--- config.mk ---
export PLATFORM = sky130hd
export DESIGN_NAME = regfile_port_seq
export DESIGN_NICKNAME = d
export VERILOG_FILES = /design/src/rtl/regfile_port_seq.sv
export SDC_FILE = /design/constraint.sdc
export NUM_CORES = 1
export LEC_CHECK = 0
export BUFFER_PORTS_ARGS = -buffer_cell sky130_fd_sc_hd__buf_2
export CAP_MARGIN = 20
export CORE_ASPECT_RATIO = 2
export CORE_MARGIN = 3
export CORE_UTILIZATION = 35
export DETAILED_ROUTE_END_ITERATION = 12
export PLACE_DENSITY = 0.65
export SLEW_MARGIN = 20
export SYNTH_ARGS = -nofsm -noshare
export SYNTH_HDL_FRONTEND = slang
export SYNTH_SLANG_ARGS = --single-unit
--- constraint.sdc ---
create_clock -name clk_i -period 11.4 [get_ports clk_i]
set_input_delay 0 -clock clk_i [delete_from_list [all_inputs] [get_ports clk_i]]
set_output_delay 0 -clock clk_i [all_outputs]
set_load 0.05 [all_outputs]
--- src/rtl/regfile_port_seq.sv ---
// ---------------------------------------------------------------------------
// regfile_port_seq
// Shares one single-ported register-file array between the decode stage
// (two operand reads srcA/srcB) and the write-back stage (two result writes
// dstE/dstM). Requests arrive over valid/ready handshakes, are serialized
// onto the array port by a small FSM and complete with one-cycle done pulses.
// Register ID RNONE means "no register": it is skipped and costs no port cycle.
//
// Ports:
//   clk_i, rst_i              clock, asynchronous active-high reset
//   rd_valid_i/rd_ready_o     read request handshake (srcA_i, srcB_i)
//   rd_done_o, valA_o, valB_o read completion pulse and operand values
//   wr_valid_i/wr_ready_o     write request handshake (dstE_i/valE_i, dstM_i/valM_i)
//   wr_done_o                 write completion pulse
//   busy_o                    FSM not idle
//   rf_addr_o, rf_we_o, rf_wdata_o, rf_rdata_i   array port
// ---------------------------------------------------------------------------
module regfile_port_seq #(
    parameter int          DATA_W = 64,
    parameter logic [3:0]  RNONE  = 4'hF
) (
    input  logic              clk_i,
    input  logic              rst_i,
    input  logic              rd_valid_i,
    output logic              rd_ready_o,
    input  logic [3:0]        srcA_i,
    input  logic [3:0]        srcB_i,
    output logic              rd_done_o,
    output logic [DATA_W-1:0] valA_o,
    output logic [DATA_W-1:0] valB_o,
    input  logic              wr_valid_i,
    output logic              wr_ready_o,
    input  logic [3:0]        dstE_i,
    input  logic [3:0]        dstM_i,
    input  logic [DATA_W-1:0] valE_i,
    input  logic [DATA_W-1:0] valM_i,
    output logic              wr_done_o,
    output logic              busy_o,
    output logic [3:0]        rf_addr_o,
    output logic              rf_we_o,
    output logic [DATA_W-1:0] rf_wdata_o,
    input  logic [DATA_W-1:0] rf_rdata_i
);

    typedef enum logic [2:0] {
        S_IDLE = 3'd0,
        S_WR_E = 3'd1,
        S_WR_M = 3'd2,
        S_RD_A = 3'd3,
        S_RD_B = 3'd4,
        S_RD_W = 3'd5
    } state_t;

    localparam logic [DATA_W-1:0] ZERO_W = {DATA_W{1'b0}};

    state_t            state_q, state_d;
    logic [3:0]        src_a_q, src_a_d, src_b_q, src_b_d;
    logic [3:0]        dst_e_q, dst_e_d, dst_m_q, dst_m_d;
    logic [DATA_W-1:0] val_e_q, val_e_d, val_m_q, val_m_d;
    logic [DATA_W-1:0] stage_a_q, stage_a_d;
    logic [DATA_W-1:0] val_a_q, val_a_d, val_b_q, val_b_d;
    logic              rd_done_q, rd_done_d, wr_done_q, wr_done_d;
    logic              busy_q;
    logic [3:0]        rf_addr_q, rf_addr_d;
    logic              rf_we_q, rf_we_d;
    logic [DATA_W-1:0] rf_wdata_q, rf_wdata_d;
    logic              idle_s, wr_acc_s, rd_acc_s;

    // Writes win arbitration so write-back commits before the younger decode reads.
    assign idle_s     = (state_q == S_IDLE);
    assign wr_ready_o = !rst_i && idle_s;
    assign rd_ready_o = !rst_i && idle_s && !wr_valid_i;
    assign wr_acc_s   = idle_s && wr_valid_i;
    assign rd_acc_s   = idle_s && rd_valid_i && !wr_valid_i;

    // State register and all registered datapath/outputs.
    always_ff @(posedge clk_i or posedge rst_i) begin
        if (rst_i) begin
            state_q    <= S_IDLE;
            src_a_q    <= 4'h0;
            src_b_q    <= 4'h0;
            dst_e_q    <= 4'h0;
            dst_m_q    <= 4'h0;
            val_e_q    <= ZERO_W;
            val_m_q    <= ZERO_W;
            stage_a_q  <= ZERO_W;
            val_a_q    <= ZERO_W;
            val_b_q    <= ZERO_W;
            rd_done_q  <= 1'b0;
            wr_done_q  <= 1'b0;
            busy_q     <= 1'b0;
            rf_addr_q  <= 4'h0;
            rf_we_q    <= 1'b0;
            rf_wdata_q <= ZERO_W;
        end else begin
            state_q    <= state_d;
            src_a_q    <= src_a_d;
            src_b_q    <= src_b_d;
            dst_e_q    <= dst_e_d;
            dst_m_q    <= dst_m_d;
            val_e_q    <= val_e_d;
            val_m_q    <= val_m_d;
            stage_a_q  <= stage_a_d;
            val_a_q    <= val_a_d;
            val_b_q    <= val_b_d;
            rd_done_q  <= rd_done_d;
            wr_done_q  <= wr_done_d;
            busy_q     <= (state_d != S_IDLE);
            rf_addr_q  <= rf_addr_d;
            rf_we_q    <= rf_we_d;
            rf_wdata_q <= rf_wdata_d;
        end
    end

    // Request capture at acceptance; held otherwise.
    always_comb begin
        src_a_d = src_a_q;
        src_b_d = src_b_q;
        dst_e_d = dst_e_q;
        dst_m_d = dst_m_q;
        val_e_d = val_e_q;
        val_m_d = val_m_q;
        if (wr_acc_s) begin
            dst_e_d = dstE_i;
            dst_m_d = dstM_i;
            val_e_d = valE_i;
            val_m_d = valM_i;
        end else if (rd_acc_s) begin
            src_a_d = srcA_i;
            src_b_d = srcB_i;
        end else begin
            src_a_d = src_a_q;
        end
    end

    // Next-state logic; RNONE IDs skip their port cycle entirely.
    always_comb begin
        state_d = state_q;
        case (state_q)
            S_IDLE: begin
                if (wr_acc_s) begin
                    if (dstE_i != RNONE)      state_d = S_WR_E;
                    else if (dstM_i != RNONE) state_d = S_WR_M;
                    else                      state_d = S_IDLE;
                end else if (rd_acc_s) begin
                    if (srcA_i != RNONE)      state_d = S_RD_A;
                    else if (srcB_i != RNONE) state_d = S_RD_B;
                    else                      state_d = S_IDLE;
                end else begin
                    state_d = S_IDLE;
                end
            end
            S_WR_E:  state_d = (dst_m_q != RNONE) ? S_WR_M : S_IDLE;
            S_WR_M:  state_d = S_IDLE;
            S_RD_A:  state_d = (src_b_q != RNONE) ? S_RD_B : S_RD_W;
            S_RD_B:  state_d = S_RD_W;
            S_RD_W:  state_d = S_IDLE;
            default: state_d = S_IDLE;
        endcase
    end

    // Outputs: port drive follows the upcoming state so rf_* are registered;
    // read data arrives one cycle after its address and is staged until done.
    always_comb begin
        rf_addr_d  = 4'h0;
        rf_we_d    = 1'b0;
        rf_wdata_d = ZERO_W;
        case (state_d)
            S_WR_E: begin
                rf_addr_d  = dst_e_d;
                rf_we_d    = 1'b1;
                rf_wdata_d = val_e_d;
            end
            S_WR_M: begin
                rf_addr_d  = dst_m_d;
                rf_we_d    = 1'b1;
                rf_wdata_d = val_m_d;
            end
            S_RD_A:  rf_addr_d = src_a_d;
            S_RD_B:  rf_addr_d = src_b_d;
            default: rf_addr_d = 4'h0;
        endcase

        stage_a_d = stage_a_q;
        val_a_d   = val_a_q;
        val_b_d   = val_b_q;
        case (state_q)
            S_RD_B: stage_a_d = (src_a_q != RNONE) ? rf_rdata_i : ZERO_W;
            S_RD_W: begin
                // The last issued read is srcB if present, otherwise srcA.
                if (src_b_q != RNONE) begin
                    val_a_d = (src_a_q != RNONE) ? stage_a_q : ZERO_W;
                    val_b_d = rf_rdata_i;
                end else begin
                    val_a_d = rf_rdata_i;
                    val_b_d = ZERO_W;
                end
            end
            S_IDLE: begin
                if (rd_acc_s && (srcA_i == RNONE) && (srcB_i == RNONE)) begin
                    val_a_d = ZERO_W;
                    val_b_d = ZERO_W;
                end else begin
                    val_a_d = val_a_q;
                end
            end
            default: stage_a_d = stage_a_q;
        endcase

        rd_done_d = (state_q == S_RD_W) ||
                    (rd_acc_s && (srcA_i == RNONE) && (srcB_i == RNONE));
        wr_done_d = (((state_q == S_WR_E) || (state_q == S_WR_M)) && (state_d == S_IDLE)) ||
                    (wr_acc_s && (dstE_i == RNONE) && (dstM_i == RNONE));
    end

    assign valA_o     = val_a_q;
    assign valB_o     = val_b_q;
    assign rd_done_o  = rd_done_q;
    assign wr_done_o  = wr_done_q;
    assign busy_o     = busy_q;
    assign rf_addr_o  = rf_addr_q;
    assign rf_we_o    = rf_we_q;
    assign rf_wdata_o = rf_wdata_q;

endmodule
==> results.json, run 1 <==
{
  "grt_pass1_wl_um": 72900,
  "viasPerCell": 5.12,
  "yosys.cell_types.count": 39,
  "setup_tns_ns": 0,
  "synthTopCellsByArea": "dfrtp_1 (64%), mux2_2 (9.4%), a22o_1 (7.1%), mux2i_1 (4.3%), o2bb2ai_1 (3.5%)",
  "place_inst": 2046,
  "nets": 1958,
  "clk_latency_ns": 0.53,
  "cts_tree": "done",
  "cts_resized": 0,
  "grt_max_degree": 186,
  "place.gp.congestion": 0.836,
  "drive_gt1_share_pct": 35.4,
  "clk_pin_slew_ns": 0.07,
  "dr.first_iter.drc_count": 561,
  "first_pass_iters": 8,
  "fill_cells": 3830,
  "fin_crit_ns": 3.63,
  "crit_path_max_fanout": 73,
  "die_width_um": 156,
  "cts_inserted_buffers": 38,
  "core_area_um2": 44500,
  "r2r_setup_slack_ns": 7.77,
  "syn_area_per_cell_um2": 13.7,
  "ys_ff_latch": 407,
  "synth_edf_count": 0,
  "synth_flop_cell": "dfrtp_1",
  "dieArea_um2": 48000,
  "overflow": 0,
  "yosysWarningCount": 0,
  "run_status": "completed",
  "synthesis.nets": 1367,
  "grt_pass1_vias": 13263,
  "timing.fmax_mhz": 275,
  "cts_sinks": 407,
  "synthCells": 1155,
  "rsz0062_at_grt": "false",
  "finalWirelength_um": 46400,
  "row_count": 109,
  "yosysSeqAreaShare_pct": 64.3,
  "hold_class": "in -> async",
  "dp_slack_ns": 7.72,
  "critPathCaptureType": "flop",
  "p_leak_uw": 0.0109,
  "area_delta_synth_final_pct": 37.9,
  "fin_area_um2": 21800,
  "timing_hold_violations_final": 0,
  "ctsHoldBuffers": 214,
  "drc_errors": 0,
  "fp.dieH_um": 307,
  "cp.arrival_ns": 4.08,
  "grt_usage_pct": 18.9,
  "slew_viol_final": 0,
  "peakVddDrop_uv": 174,
  "wl_per_cell_um": 19.9,
  "crit_path_start_kind": "flop",
  "worstPathRequired_ns": 11.85,
  "max_slew_margin_pct": 28.5,
  "dp_hpwl_um": 29100,
  "postSynth.asyncResetShare_pct": 100,
  "tightest_slew_ns": 1.07,
  "worst_slack_ns": 7.77,
  "portBuffers": 413,
  "skew_ns": 0.0133,
  "vias": 11931,
  "ant_nets": 0,
  "ios": 414,
  "fin_crit_sh_pct": 31.9,
  "synth_top_area_share_pct": 64.3,
  "path_class": "reg -> reg",
  "power.total_uw": 6950,
  "antenna_found_initial": 5,
  "p_per_area_nw_per_um2": 318,
  "stdcell_count": 2331,
  "setup_viol": 0,
  "netlist.top_cell.by_area": "dfrtp_1",
  "post-cts-setup-buffers": 0,
  "initial_core_util_pct": 35.6,
  "synth_most_common_cell": "dfrtp_1",
  "cap_violations": 0,
  "synthTopCellsByCount": "dfrtp_1 (407), mux2_2 (132), a22o_1 (128)",
  "netlist_area_um2": 15800,
  "place_area_um2": 18400,
  "root_buffer": "clkbuf_16",
  "htree_levels": 2,
  "clockBufferDepth": 3
}
## cells by family after synthesis
family / count (synthesis) / synth area share [%]
buffers and inverters: 161 / 4.33
AOI/OAI and AO/OA: 276 / 14.6
DFF: 407 / 64.3
muxes: 200 / 13.7
and+or+nand+nor: 110 / 3.05
xor gates and xnor gates: 1 / 0.0553
## metal layers
layer / routed length (µm) / part of all wire (%) / track usage, % / up-vias
met1: 17600 / 38 / 21.9 / 5988
met2: 23700 / 51 / 33.0 / 473
met4: 1960 / 4.2 / 8.11 / 2
met3: 3190 / 6.9 / 4.51 / 118
met5: 11 / 0.024 / 0 / -
li1: - / - / - / 5350
## report_power, final
part | switching [µW] | leakage [µW] | internal, µW
clock network | 548 | 0.000624 | 772
logic | 2140 | 0.00523 | 1060
registers | 303 | 0.00507 | 2120
## flip-flops by register name (all words and copies together) (netlist names), 3 cells and up
signal,count
src_a_q,4
valB_o,64
valA_o,64
stage_a_q,64
val_m_q,64
rf_wdata_o,64
dst_m_q,4
src_b_q,4
val_e_q,64
state_q,3
rf_addr_o,4
## critical path, stage by stage (launching register included)
cell	delay, ns
dfrtp_1	0.53
nand3b_1	0.16
buf_4	0.64
o31a_2	0.27
buf_4	0.64
buf_4	0.92
mux2i_1	0.28
## final cells by class
type	count	area, µm²	share of cell area (%)
Sequential cell	407	10200	46.6
Clock inverter	8	130	0.596
Inverter	71	274	1.25
Clock buffer	58	1160	5.31
Tap cell	555	694	3.18
Timing Repair Buffer	641	4350	19.9
Antenna cell	4	10.0	0.0458
Multi-Input combinational cell	587	5040	23.1
## through the flow
step	hold slack (ns)	utilization (%)
floorplan	0.105	-
global placement	0.249	41.3
detailed placement	0.253	41.3
CTS	0.0218	49.0
global route	0.0513	49.1
finish	0.0288	49.1
## cells in the final DEF (no fill, tap or decap), types with 7 or more instances in the layout
cell type and instances:
o2bb2ai_1 64, dlygate4sd3_1 214, clkbuf_1 10, mux2i_1 68, inv_1 70, nand2_1 81, clkbuf_8 7, buf_4 11
a22o_1 128, dfrtp_1 407, mux2_2 132, clkbuf_16 41, buf_2 413, a22oi_1 64
## final timing paths
path / from / end / cells past startpoint
worst max-delay path: state_q[1] / valB_o[9] / 6
worst min-delay path: rst_i / dst_m_q[0] / 3
worst max register to register: state_q[1] / valB_o[9] / 6
worst min register to register: valA_o[48] / valA_o[48] / 1
max in group asynchronous: rst_i / val_e_q[54] / 5
min in group clk_i: wr_valid_i / state_q[0] / 4
No activity file was read; power rests on OpenSTA's default activity.
==> run 2, diff against run 1 <==
Clock period 11.4 ns to 3.1 ns, I/O delays scaled along.
==> results.json, run 2 (same netlist as run 1, synthesis figures left out) <==
{
  "run_status": "completed",
  "viasPerCell": 5.14,
  "fp.dieH_um": 307,
  "root_buffer": "clkbuf_16",
  "clk_latency_ns": 0.53,
  "p_leak_uw": 0.0110,
  "slowest_delay_ns": 0.63,
  "core_area_um2": 44500,
  "area_delta_synth_final_pct": 39.1,
  "path_class": "reg -> reg",
  "max_slew_margin_pct": 41.7,
  "worstPathRequired_ns": 3.56,
  "cp-startpoint": "state_q[1]",
  "timing_hold_violations_final": 0,
  "fin_crit_ns": 2.51,
  "cts_resized": 0,
  "rsz0062_at_grt": "false",
  "place_area_um2": 18600,
  "cts_sinks": 407,
  "grt_max_degree": 130,
  "grt_pass1_wl_um": 72800,
  "ant_nets": 0,
  "r2r_end": "src_a_q[0]",
  "worstHoldStart": "wr_valid_i",
  "crit_path_max_fanout": 11,
  "crit_path_start_kind": "flop",
  "first_pass_iters": 5,
  "path_cells": "or3_1, nor2_1, nand2_1, nand2_1, dlygate4sd3_1",
  "path_common_cell": "nand2_1",
  "peakVddDrop_uv": 642,
  "setup_tns_ns": 0,
  "critPathCaptureType": "flop",
  "drive_gt1_share_pct": 36.1,
  "grt-busiest-layer": "met2",
  "cp_top_family": "simple AND/OR/NAND/NOR gates",
  "power.total_uw": 25700,
  "r2r-start": "state_q[1]",
  "cp.arrival_ns": 2.97,
  "clockBufferDepth": 3,
  "row_count": 109,
  "grt_util_met1_pct": 22.2,
  "timing.fmax_mhz": 399,
  "initial_core_util_pct": 35.6,
  "slew_viol_final": 0,
  "nets": 1963,
  "skew_ns": 0.0116,
  "grt_usage_pct": 18.9,
  "post-cts-setup-buffers": 0,
  "slowest_stage": "nor2_1",
  "dp_hpwl_um": 29300,
  "cp_num_cells": 5,
  "crit_end": "src_a_q[0]",
  "holdPathStages": 4,
  "tightest_slew_ns": 0.874,
  "vias": 12014,
  "layout_common_cells": "buf_2 (413), dfrtp_1 (407), dlygate4sd3_1 (214)",
  "cts_tree": "done",
  "overflow": 0,
  "wl_per_cell_um": 19.8,
  "drc_errors": 0,
  "met2_usage_pct": 32.8,
  "finalWirelength_um": 46300,
  "ios": 414,
  "final_common_cell": "buf_2",
  "fin_crit_sh_pct": 80.9,
  "ctsHoldBuffers": 214,
  "htree_levels": 2,
  "setup_viol": 0,
  "fin_area_um2": 22000,
  "p_per_area_nw_per_um2": 1170,
  "r2r_setup_slack_ns": 0.59,
  "portBuffers": 413,
  "dr.first_iter.drc_count": 604,
  "clk_pin_slew_ns": 0.06,
  "antenna_found_initial": 7,
  "cts_inserted_buffers": 38,
  "die_width_um": 156,
  "grt_pass1_vias": 13076,
  "hold_class": "in -> reg",
  "place.gp.congestion": 0.831,
  "gr-usage-met3_pct": 4.77,
  "cap_violations": 0,
  "critPathBufInv": 1,
  "reg2reg_depth": 5,
  "dieArea_um2": 48000
}
run 2: changes by cell type in the layout (fill, tap and decap cells not counted), moves of 2 or more:
cell | previous run | this run
buf_12 | 1 | 14
inv_8 | 2 | 0
clkbuf_1 | 10 | 2
buf_4 | 11 | 5
clkinv_2 | 1 | 9
clkinvlp_4 | 2 | 5
run 2: metrics by stage:
step,setup WS [ns],hold WS [ns],std cells,util (%)
after floorplan,-2.38,0.105,1155,-
after global placement,0.772,0.121,2052,41.8
after detailed placement,0.696,0.113,2052,41.8
after CTS,0.570,0.00544,2334,49.6
after global routing,0.417,0.0592,2337,49.6
final,0.593,0.0679,2339,49.6
run 2: worst min path at each step:
stage / to / slack [ns]
6_report: state_q[0] / 0.07
5_1_grt: state_q[0] / 0.06
4_1_cts: state_q[0] / 0.005
3_5_place_dp: rf_we_o / 0.11
3_3_place_gp: wr_done_o / 0.12
2_1_floorplan: src_a_q[0] / 0.11
run 2: power breakdown:
group	leakage, µW	switching [µW]	internal [µW]
logic	0.00530	7840	4030
clock network	0.000645	2070	2830
registers	0.00507	1140	7800
total	0.0110	11100	14700
run 2: metal layers:
layer  share of wire (%)  routed length, µm
met3                 7.5               3490
met5               0.015                  7
met1                  38              17600
met2                  51              23400
met4                 3.8               1770
run 2: worst min-delay path: stages:
cell	delay [ns]
buf_2	0.12
a211oi_1	0.07
or2_2	0.30
nand2_1	0.07
run 2: final cells by class:
class	instances	area, µm²
fillers	3786	22400
flip-flops and latches	407	10200
multi-input cells	587	5040
repair buffers	646	4530
clock buffers	50	1130
well taps	555	694
inverters	71	270
clock inverters	18	183
diodes	5	12.5
